==> config.mk <==
export PLATFORM = sky130hd
export DESIGN_NAME = sdram_host_arbiter
export DESIGN_NICKNAME = d
export VERILOG_FILES = /design/src/rtl/sdram_pkg.sv /design/src/rtl/rr_arb2.sv /design/src/rtl/sdram_host_arbiter.sv
export SDC_FILE = /design/constraint.sdc
export NUM_CORES = 1
export LEC_CHECK = 0
export CELL_PAD_IN_SITES_DETAIL_PLACEMENT = 1
export CELL_PAD_IN_SITES_GLOBAL_PLACEMENT = 1
export CORE_ASPECT_RATIO = 0.8
export CORE_MARGIN = 1
export CORE_UTILIZATION = 32
export CTS_BUF_LIST = sky130_fd_sc_hd__clkbuf_8
export DETAILED_ROUTE_END_ITERATION = 16
export PLACE_DENSITY_LB_ADDON = 0.1
export RECOVER_POWER = 25
export REMOVE_ABC_BUFFERS = 1
export SYNTH_ARGS = -nofsm -noshare
export SYNTH_HDL_FRONTEND = slang
export SYNTH_SLANG_ARGS = --single-unit
==> constraint.sdc <==
create_clock -name clk -period 2.4 [get_ports clk]
set_input_delay 0.48 -clock clk [delete_from_list [all_inputs] [get_ports clk]]
set_output_delay 0.48 -clock clk [all_outputs]
set_load 0.02 [all_outputs]
==> src/rtl/sdram_pkg.sv <==
// sdram_pkg
// Shared types and default widths for the SDRAM host-port arbiter.
//   HADDR_WIDTH / DATA_WIDTH : default host address and data widths
//   arb_state_t              : arbiter FSM states
//   sdram_cmd_t              : one latched host command (direction, address,
//                              write data and the port that owns it)
package sdram_pkg;

  localparam int HADDR_WIDTH = 22;  // bank(2) + row(12) + col(8)
  localparam int DATA_WIDTH  = 16;

  typedef enum logic [1:0] {
    IDLE  = 2'd0,
    ISSUE = 2'd1,
    WAIT  = 2'd2
  } arb_state_t;

  typedef struct packed {
    logic                   we;
    logic [HADDR_WIDTH-1:0] addr;
    logic [DATA_WIDTH-1:0]  wdata;
    logic                   owner;
  } sdram_cmd_t;

endpackage

==> src/rtl/rr_arb2.sv <==
// rr_arb2
// Combinational two-way round-robin pick.
//   req[1:0] : pending requests, bit N = port N
//   last     : index of the most recently granted port
//   grant    : index of the chosen port (meaningful only when valid)
//   valid    : at least one request is pending
module rr_arb2 (
  input  logic [1:0] req,
  input  logic       last,
  output logic       grant,
  output logic       valid
);

  always_comb begin
    valid = |req;
    grant = 1'b0;
    case (req)
      2'b01:   grant = 1'b0;
      2'b10:   grant = 1'b1;
      // On a tie the port that did not win last time goes next.
      2'b11:   grant = ~last;
      default: grant = 1'b0;
    endcase
  end

endmodule

==> src/rtl/sdram_host_arbiter.sv <==
// sdram_host_arbiter
// Shares the SDRAM controller host port between two requesters. One command
// is in flight at a time: it is granted round-robin in IDLE, strobed for a
// single ISSUE cycle, and tracked in WAIT until read data returns, the
// controller finishes a write, or the wait counter expires.
// Ports:
//   clk, rst_n                       : clock, async active-low reset
//   pN_req/we/addr/wdata (N = 0, 1)  : requester command, held until pN_ack
//   pN_ack                           : one-cycle pulse when the command issues
//   pN_rvalid / pN_rdata             : read data return for port N
//   sd_wr_addr/sd_wr_data/sd_wr_enable, sd_rd_addr/sd_rd_enable
//                                    : controller command side
//   sd_rd_data, sd_rd_ready, sd_busy : controller response side
//   arb_busy                         : a command is in ISSUE or WAIT
//   timeout_err                      : sticky, a command was abandoned
// The command register uses the package struct, so HADDR_WIDTH and
// DATA_WIDTH must match the sdram_pkg values.
module sdram_host_arbiter #(
  parameter int HADDR_WIDTH = sdram_pkg::HADDR_WIDTH,
  parameter int DATA_WIDTH  = sdram_pkg::DATA_WIDTH,
  parameter int TIMEOUT     = 1023
) (
  input  logic                   clk,
  input  logic                   rst_n,
  input  logic                   p0_req,
  input  logic                   p0_we,
  input  logic [HADDR_WIDTH-1:0] p0_addr,
  input  logic [DATA_WIDTH-1:0]  p0_wdata,
  output logic                   p0_ack,
  output logic                   p0_rvalid,
  output logic [DATA_WIDTH-1:0]  p0_rdata,
  input  logic                   p1_req,
  input  logic                   p1_we,
  input  logic [HADDR_WIDTH-1:0] p1_addr,
  input  logic [DATA_WIDTH-1:0]  p1_wdata,
  output logic                   p1_ack,
  output logic                   p1_rvalid,
  output logic [DATA_WIDTH-1:0]  p1_rdata,
  output logic [HADDR_WIDTH-1:0] sd_wr_addr,
  output logic [HADDR_WIDTH-1:0] sd_rd_addr,
  output logic [DATA_WIDTH-1:0]  sd_wr_data,
  output logic                   sd_wr_enable,
  output logic                   sd_rd_enable,
  input  logic [DATA_WIDTH-1:0]  sd_rd_data,
  input  logic                   sd_rd_ready,
  input  logic                   sd_busy,
  output logic                   arb_busy,
  output logic                   timeout_err
);

  import sdram_pkg::*;

  localparam int CNT_W = $clog2(TIMEOUT + 1);
  // The abort is decided in the cycle whose increment brings the counter to
  // TIMEOUT, so WAIT lasts at most TIMEOUT cycles.
  localparam logic [CNT_W-1:0] CNT_LAST = CNT_W'(TIMEOUT - 1);
  localparam logic [CNT_W-1:0] CNT_MAX  = CNT_W'(TIMEOUT);

  arb_state_t       state_q, state_d;
  sdram_cmd_t       cmd_q;
  logic             last_q;
  logic             seen_busy_q;
  logic [CNT_W-1:0] wait_cnt_q;
  logic             timeout_err_q;
  logic [1:0]       rvalid_q;
  logic [DATA_WIDTH-1:0] rdata0_q, rdata1_q;

  logic pick_grant, pick_valid;
  logic grab, rd_done, wr_done, expire;
  logic issuing;

  rr_arb2 u_rr (
    .req   ({p1_req, p0_req}),
    .last  (last_q),
    .grant (pick_grant),
    .valid (pick_valid)
  );

  // Next state and completion events. A write only completes on sd_busy low
  // after the controller has been seen busy, so a controller that has not yet
  // reacted in the first WAIT cycle is not mistaken for a finished write.
  always_comb begin
    state_d = state_q;
    grab    = 1'b0;
    rd_done = 1'b0;
    wr_done = 1'b0;
    expire  = 1'b0;
    case (state_q)
      IDLE: begin
        if (!sd_busy && pick_valid) begin
          grab    = 1'b1;
          state_d = ISSUE;
        end
      end
      ISSUE: state_d = WAIT;
      WAIT: begin
        if (!cmd_q.we && sd_rd_ready) begin
          rd_done = 1'b1;
        end else if (cmd_q.we && seen_busy_q && !sd_busy) begin
          wr_done = 1'b1;
        end else if (wait_cnt_q >= CNT_LAST) begin
          expire = 1'b1;
        end
        if (rd_done || wr_done || expire) begin
          state_d = IDLE;
        end
      end
      default: state_d = IDLE;
    endcase
  end

  always_ff @(posedge clk or negedge rst_n) begin
    if (!rst_n) begin
      state_q       <= IDLE;
      cmd_q         <= '0;
      last_q        <= 1'b1;
      seen_busy_q   <= 1'b0;
      wait_cnt_q    <= '0;
      timeout_err_q <= 1'b0;
      rvalid_q      <= 2'b00;
      rdata0_q      <= '0;
      rdata1_q      <= '0;
    end else begin
      state_q  <= state_d;
      rvalid_q <= 2'b00;
      if (grab) begin
        cmd_q.we    <= pick_grant ? p1_we    : p0_we;
        cmd_q.addr  <= pick_grant ? p1_addr  : p0_addr;
        cmd_q.wdata <= pick_grant ? p1_wdata : p0_wdata;
        cmd_q.owner <= pick_grant;
        last_q      <= pick_grant;
      end
      if (state_q == ISSUE) begin
        seen_busy_q <= 1'b0;
        wait_cnt_q  <= '0;
      end else if (state_q == WAIT) begin
        if (sd_busy) begin
          seen_busy_q <= 1'b1;
        end
        if (wait_cnt_q != CNT_MAX) begin
          wait_cnt_q <= wait_cnt_q + 1'b1;
        end
      end
      if (expire) begin
        timeout_err_q <= 1'b1;
      end
      if (rd_done) begin
        rvalid_q[cmd_q.owner] <= 1'b1;
        if (cmd_q.owner) begin
          rdata1_q <= sd_rd_data;
        end else begin
          rdata0_q <= sd_rd_data;
        end
      end
    end
  end

  // Strobes and acks decode the state register directly so an async reset
  // removes them at once. Addresses follow the held command register.
  assign issuing      = (state_q == ISSUE);
  assign sd_rd_enable = issuing & ~cmd_q.we;
  assign sd_wr_enable = issuing &  cmd_q.we;
  assign p0_ack       = issuing & ~cmd_q.owner;
  assign p1_ack       = issuing &  cmd_q.owner;
  assign sd_rd_addr   = cmd_q.we ? '0 : cmd_q.addr;
  assign sd_wr_addr   = cmd_q.we ? cmd_q.addr  : '0;
  assign sd_wr_data   = cmd_q.we ? cmd_q.wdata : '0;
  assign p0_rvalid    = rvalid_q[0];
  assign p1_rvalid    = rvalid_q[1];
  assign p0_rdata     = rdata0_q;
  assign p1_rdata     = rdata1_q;
  assign arb_busy     = (state_q != IDLE);
  assign timeout_err  = timeout_err_q;

endmodule

==> out/metrics.yaml, run 1 <==
grt:
  grt_pass1_wl_um: 20950
  track_usage_pct: 18.80
  antenna_found_initial: 0
  grt_overflow: 0
  grt_max_degree: 47
  first_global_vias: 4094
timing:
  period_minus_slack_ns: 2.272
  final_hold_viol_count: 0
  skew_ns: 0.009387
  slew_headroom_pct: 23.22
  final_max_slew_viol_count: 0
  rsz0062_at_grt: "no"
  max_freq_ghz: 0.4402
  setup_ws_ns: 0.1282
  whs_ns: 0.3290
  period_share_pct: 94.66
  tightest_slew_ns: 1.152
  setup_viol: 0
yosys:
  netlist_top_cells_count: "dfrtp_1 (88), nand2_1 (48), and2_1 (41), o21ai_0 (41), mux2i_1 (39)"
  synth_edf_count: 0
  async_reset_ff_share_pct: 100.0
  yosys_register_bits: 89
  synthesis.area_mm2: 0.004388
  yosysWarnings: 0
  synthCells: 405
  syn_avg_cell_area_um2: 10.83
  synth.distinct_cells: 48
  synth.top_cell.area_share_pct: 50.19
  ys_seq_area_share_pct: 50.78
  yosysMostFrequentCell: "dfrtp_1"
  synth_largest_area_cell: "dfrtp_1"
  ys.flop_type: "dfrtp_1"
  synth.area.top_cells: "dfrtp_1 (50%), mux2_2 (9.2%), mux2i_1 (8.9%)"
critical_path:
  rrSetupSlack_ns: 0.48
  crit_arrival_ns: 1.79
  startpoint: "cmd_q[39]"
  worst-path-stages: 3
  path_delay_family: "buffers and inverters"
  worstSetupPathType: "reg -> out"
  crit_required_ns: 1.92
  rr_startpoint: "state_q[1]"
  path_cells: "buf_4 > and2_1 > clkdlybuf4s50_1"
  rr_worst_depth: 6
  start_kind: "register"
  crit_buf_inv: 2
  worstSetupEndpoint: "sd_wr_addr[2]"
  crit_fanout: 30
  end_kind: "primary output"
  slowest_delay_ns: 0.62
  r2r-end: "wait_cnt_q[0]"
  crit_slowest_cell: "clkdlybuf4s50_1"
cells_and_area:
  fillerInstances: 1429
  drive_above_1_share_pct: 12.54
  num_antenna_cells: 0
  final_nets: 706
  final_util_pct: 52.36
  multi_input_area_mm2: 0.002062
  regArea_mm2: 0.002230
  syn_to_final_growth_pct: 56.34
placement:
  gp_congestion: 0.7635
  hpwl_um: 9765
  preCtsSetupSlack_ns: 0.1727
  portBuffers: 199
routing:
  first_iter_violations: 124
  wl_um: 12870
  wl_per_cell_um: 16.48
  vias: 3688
  drc: 0
  via_per_inst: 4.722
  dr.pass1.iters: 4
  ant_nets: 0
cts:
  clk_latency_ns: 0.35
  root_buffer: "clkbuf_8"
  path_clk_slew_ns: 0.10
  htree_num_levels: 3
  ctsResizeCount: 3
  cts_setup_buffers: 0
  cts.sinks: 89
  cts_buffer_depth: 2
  cts_buffers: 9
  cts_tree: "yes"
  cts_hold_buf: 0
floorplan:
  rows: 37
  die_area_mm2: 0.01419
  die_h_um: 106.7
  die_w_um: 132.9
  io_pins: 200
  core_mm2: 0.01310
  initial_core_util_pct: 33.49
run:
  drv_cap: 0
outcome:
  status: "finished, final reports clean"
power:
  p_leak_nw: 3.017
  ir_drop_v: 0.0006840
  p_per_area_mw_per_mm2: 1160
  total_power_mw: 7.960
min_path:
  worstHoldPathType: "in -> async"
[power by group]
| group | total [mW] | switching (mW) | internal, mW | leakage, nW |
|---|---|---|---|---|
| logic | 4.20 | 2.13 | 2.07 | 1.78 |
| clock network | 1.20 | 0.551 | 0.652 | 0.120 |
| registers | 2.56 | 0.412 | 2.15 | 1.12 |
| total | 7.96 | 3.09 | 4.87 | 3.02 |
[how the worst min path moves through the flow]
stage | end | slack [ns] | depth (start not counted)
final | cmd_q[15] | 0.33 | 1
after global routing | cmd_q[15] | 0.42 | 1
after CTS | cmd_q[15] | 0.13 | 1
after detailed placement | cmd_q[4] | 0.47 | 2
after global placement | cmd_q[16] | 0.45 | 2
after floorplan | cmd_q[0] | 0.18 | 0
[routing by layer]
layer  wire length [um]  global-route usage, %
met1               5232                  21.40
met4                 99                  4.023
met5                  0                      0
met2               6471                  33.32
met3               1063                  7.234
[layout make-up]
type	count	share of cell area, %
multi-input cells	287	30.06
inverters	5	0.2736
flip-flops and latches	89	32.50
well taps	175	3.192
repair buffers	209	30.51
clock buffers	11	2.207
clock inverters	5	1.258
[cells by family after synthesis]
group | synth area share [%]
XOR/XNOR | 0.3993
multiplexers | 18.39
AO/OA/AOI/OAI | 7.243
AND/OR/NAND/NOR | 18.99
adder cells (fa/ha/maj) | 1.426
buffers and inverters | 2.766
flip-flops | 50.78
[flip-flops by register name (all words and copies together) (netlist names)]
register,flops
seen_busy_q,1
cmd_q,40
last_q,1
state_q,2
wait_cnt_q,10
p0_rdata,16
rvalid_q,2
p1_rdata,16
timeout_err,1
[per-stage QoR]
| stage | std cells | TNS (ns) | instance area [um^2] |
|---|---|---|---|
| 6_report | 781 | 0 | 6860 |
| 5_1_grt | 781 | 0 | 6860 |
| 4_1_cts | 781 | 0 | 6868 |
| 3_5_place_dp | 765 | 0 | 6619 |
| 3_3_place_gp | 765 | 0 | 6619 |
| 2_1_floorplan | 381 | -120.13 | 4285 |
[cells in the final DEF, fill, tap and decap left out, drive strengths merged, types with 2 or more instances in the layout]
cell type	Yosys	final
and2	41	41
a31oi	2	2
clkbuf	16	14
mux2	37	37
nor3	3	3
nor2b	25	25
clkinv	0	2
and3	4	4
nand4b	2	2
buf	8	8
clkdlybuf4s50	0	193
and4	2	2
mux2i	39	39
o21ai	43	43
ha	5	5
a41o	2	2
nand2	49	49
nand3	2	2
inv	5	6
a21oi	2	2
dlymetal6s2s	0	4
bufinv	0	2
dfrtp	88	88
nand4	3	3
nor2	10	10
nor4	2	2
(Power assumes the default switching activity.)
==> run 2: changes to the inputs <==
--- a/config.mk
+++ b/config.mk
@@ -5,7 +5,7 @@
 export SDC_FILE = /design/constraint.sdc
 export NUM_CORES = 1
 export LEC_CHECK = 0
-export CELL_PAD_IN_SITES_DETAIL_PLACEMENT = 1
+export CELL_PAD_IN_SITES_DETAIL_PLACEMENT = 0
 export CELL_PAD_IN_SITES_GLOBAL_PLACEMENT = 1
 export CORE_ASPECT_RATIO = 0.8
 export CORE_MARGIN = 1
==> run 2 against run 1 <==
- core utilization decreased by 0.35 points
- via count down 2.3%
- clock-buffer cell count decreased by 2
- setup slack lost 0.040 ns
- clock power decreased by 15%
- sequential share of layout area up 0.22 points
- total power fell by 3.1%
- critical path type unchanged
- die area stayed put
- largest power group unchanged
- design area decreased by 0.67%
- global-route usage is 1.8 points lower
==> out/metrics.yaml, run 2 (synthesis gave the netlist of run 1 again) <==
outcome:
  status: "finished, final reports clean"
timing:
  fin_tns_setup_ns: 0  # unchanged
  setup_viol: 0  # unchanged
  final_max_slew_viol_count: 0  # unchanged
  skew_ns: 0.01705  # +0.007662 ns
  slew_headroom_pct: 26.27  # +3.1 points
  tightest_slew_ns: 1.106  # -0.04577 ns
  final_hold_viol_count: 0  # unchanged
  rsz0062_at_grt: "no"
  setup_ws_ns: 0.08809  # -0.04007 ns
  period_minus_slack_ns: 2.312  # +0.04007 ns
  max_freq_ghz: 0.4325  # -1.7%
  period_share_pct: 96.33  # +1.7 points
cts:
  path_clk_slew_ns: 0.10  # about the same
  htree_num_levels: 3  # unchanged
  cts_buffers: 9  # unchanged
  cts_buffer_depth: 2  # unchanged
  root_buffer: "clkbuf_8"
  clk_latency_ns: 0.37  # +0.02 ns
  cts_tree: "yes"
  cts.sinks: 89  # unchanged
grt:
  first_global_vias: 3741  # -8.6%
  grt_pass1_wl_um: 18900  # -9.8%
  grt_max_degree: 47  # unchanged
  track_usage_pct: 17.03  # -1.8 points
  antenna_found_initial: 0  # unchanged
  grt_overflow: 0  # unchanged
routing:
  ant_nets: 0  # unchanged
  wl_um: 11640  # -9.5%
  via_per_inst: 4.616  # -2.3%
  wl_per_cell_um: 14.91  # -9.5%
  vias: 3605  # -2.3%
  first_iter_violations: 123  # -0.81%
  drc: 0  # unchanged
  dr.pass1.iters: 4  # unchanged
run:
  drv_cap: 0  # unchanged
power:
  p_leak_nw: 2.998  # -0.63%
  ir_drop_v: 0.0006213  # -9.2%
  p_per_area_mw_per_mm2: 1132  # -2.4%
  total_power_mw: 7.713  # -3.1%
placement:
  portBuffers: 199  # unchanged
  gp_congestion: 0.7635  # unchanged
  hpwl_um: 8686  # -11%
  preCtsSetupSlack_ns: 0.2054  # +0.03276 ns
  place_area_mm2: 0.006619  # unchanged
critical_path:
  crit_required_ns: 1.92  # about the same
  rr_startpoint: "state_q[1]"
  crit_arrival_ns: 1.83  # +0.04 ns
  start_kind: "register"
  r2r-end: "wait_cnt_q[1]"
  worstSetupPathType: "reg -> out"
  end_kind: "primary output"
  rr_worst_depth: 6  # unchanged
  rrSetupSlack_ns: 0.47  # about the same
  crit_fanout: 3  # -90%
cells_and_area:
  final_nets: 706  # unchanged
  drive_above_1_share_pct: 12.54  # unchanged
  regMostFlops: "cmd_q"
  final_common_cell: "clkdlybuf4s50_1"
  syn_to_final_growth_pct: 55.29
  design_area_mm2: 0.006814  # -0.67%
  final_cell_mix: "clkdlybuf4s50_1 (194), dfrtp_1 (87), nand2_1 (48)"
  num_antenna_cells: 0  # unchanged
  final_util_pct: 52.01  # -0.35 points
  largest_reg_flops: 40  # unchanged
floorplan:
  core_mm2: 0.01310  # unchanged
  die_area_mm2: 0.01419  # unchanged
  die_w_um: 132.9  # unchanged
  die_h_um: 106.7  # unchanged
  rows: 37  # unchanged
  io_pins: 200  # unchanged
  initial_core_util_pct: 33.49  # unchanged
min_path:
  worstHoldPathType: "in -> async"
-- run 2: where the power goes --
group	total, mW	internal, mW	switching, mW
clock	1.02	0.406	0.613
sequential	2.55	2.15	0.400
combinational	4.14	2.07	2.07
total	7.71	4.63	3.09
-- run 2: what timing repair did --
action                     CTS  global route
buffers inserted             0             0
hold buffers                 0             0
gates resized for setup      2             5
setup endpoints to repair    4            11
-- run 2: critical path, stage by stage, from the launching register on --
cell and delay [ns]:
dfrtp_1 0.43, inv_1 0.10, ha_1 0.23, inv_1 0.10, clkdlybuf4s50_1 0.62
-- run 2: how the worst max path moves through the flow --
stage	end	slack (ns)	startpoint	depth (start not counted)
2_1_floorplan	cmd_q[10]	-2.93	p1_req	3
3_3_place_gp	p0_ack	0.22	state_q[1]	4
3_5_place_dp	sd_rd_enable	0.21	state_q[1]	4
4_1_cts	sd_rd_enable	0.008	state_q[1]	4
5_1_grt	sd_wr_addr[3]	0.0007	cmd_q[39]	3
6_report	arb_busy	0.09	state_q[0]	4
-- run 2: metal layers --
metal / track usage (%) / part of all wire, % / vias to the layer above
met2: 29.51 / 48 / 108
li1: - / - / 1782
met3: 6.525 / 7.8 / 11
met4: 4.351 / 1.2 / 0
met1: 19.71 / 43 / 1704
met5: 0 / 0 / -
-- run 2: through the flow --
step                cells  hold slack (ns)
floorplan             381           0.1844
global placement      765           0.4550
detailed placement    765           0.4638
CTS                   781           0.1107
global route          781           0.3902
finish                781           0.2991
-- run 2: cell type report --
cell class / instances / area [um^2]
inverters: 5 / 18.77
flip-flops and latches: 89 / 2230
clock inverters: 7 / 66.31
fillers: 1145 / 6287
clock buffers: 9 / 123.9
well taps: 175 / 219.0
multi-input cells: 287 / 2062
repair buffers: 209 / 2095
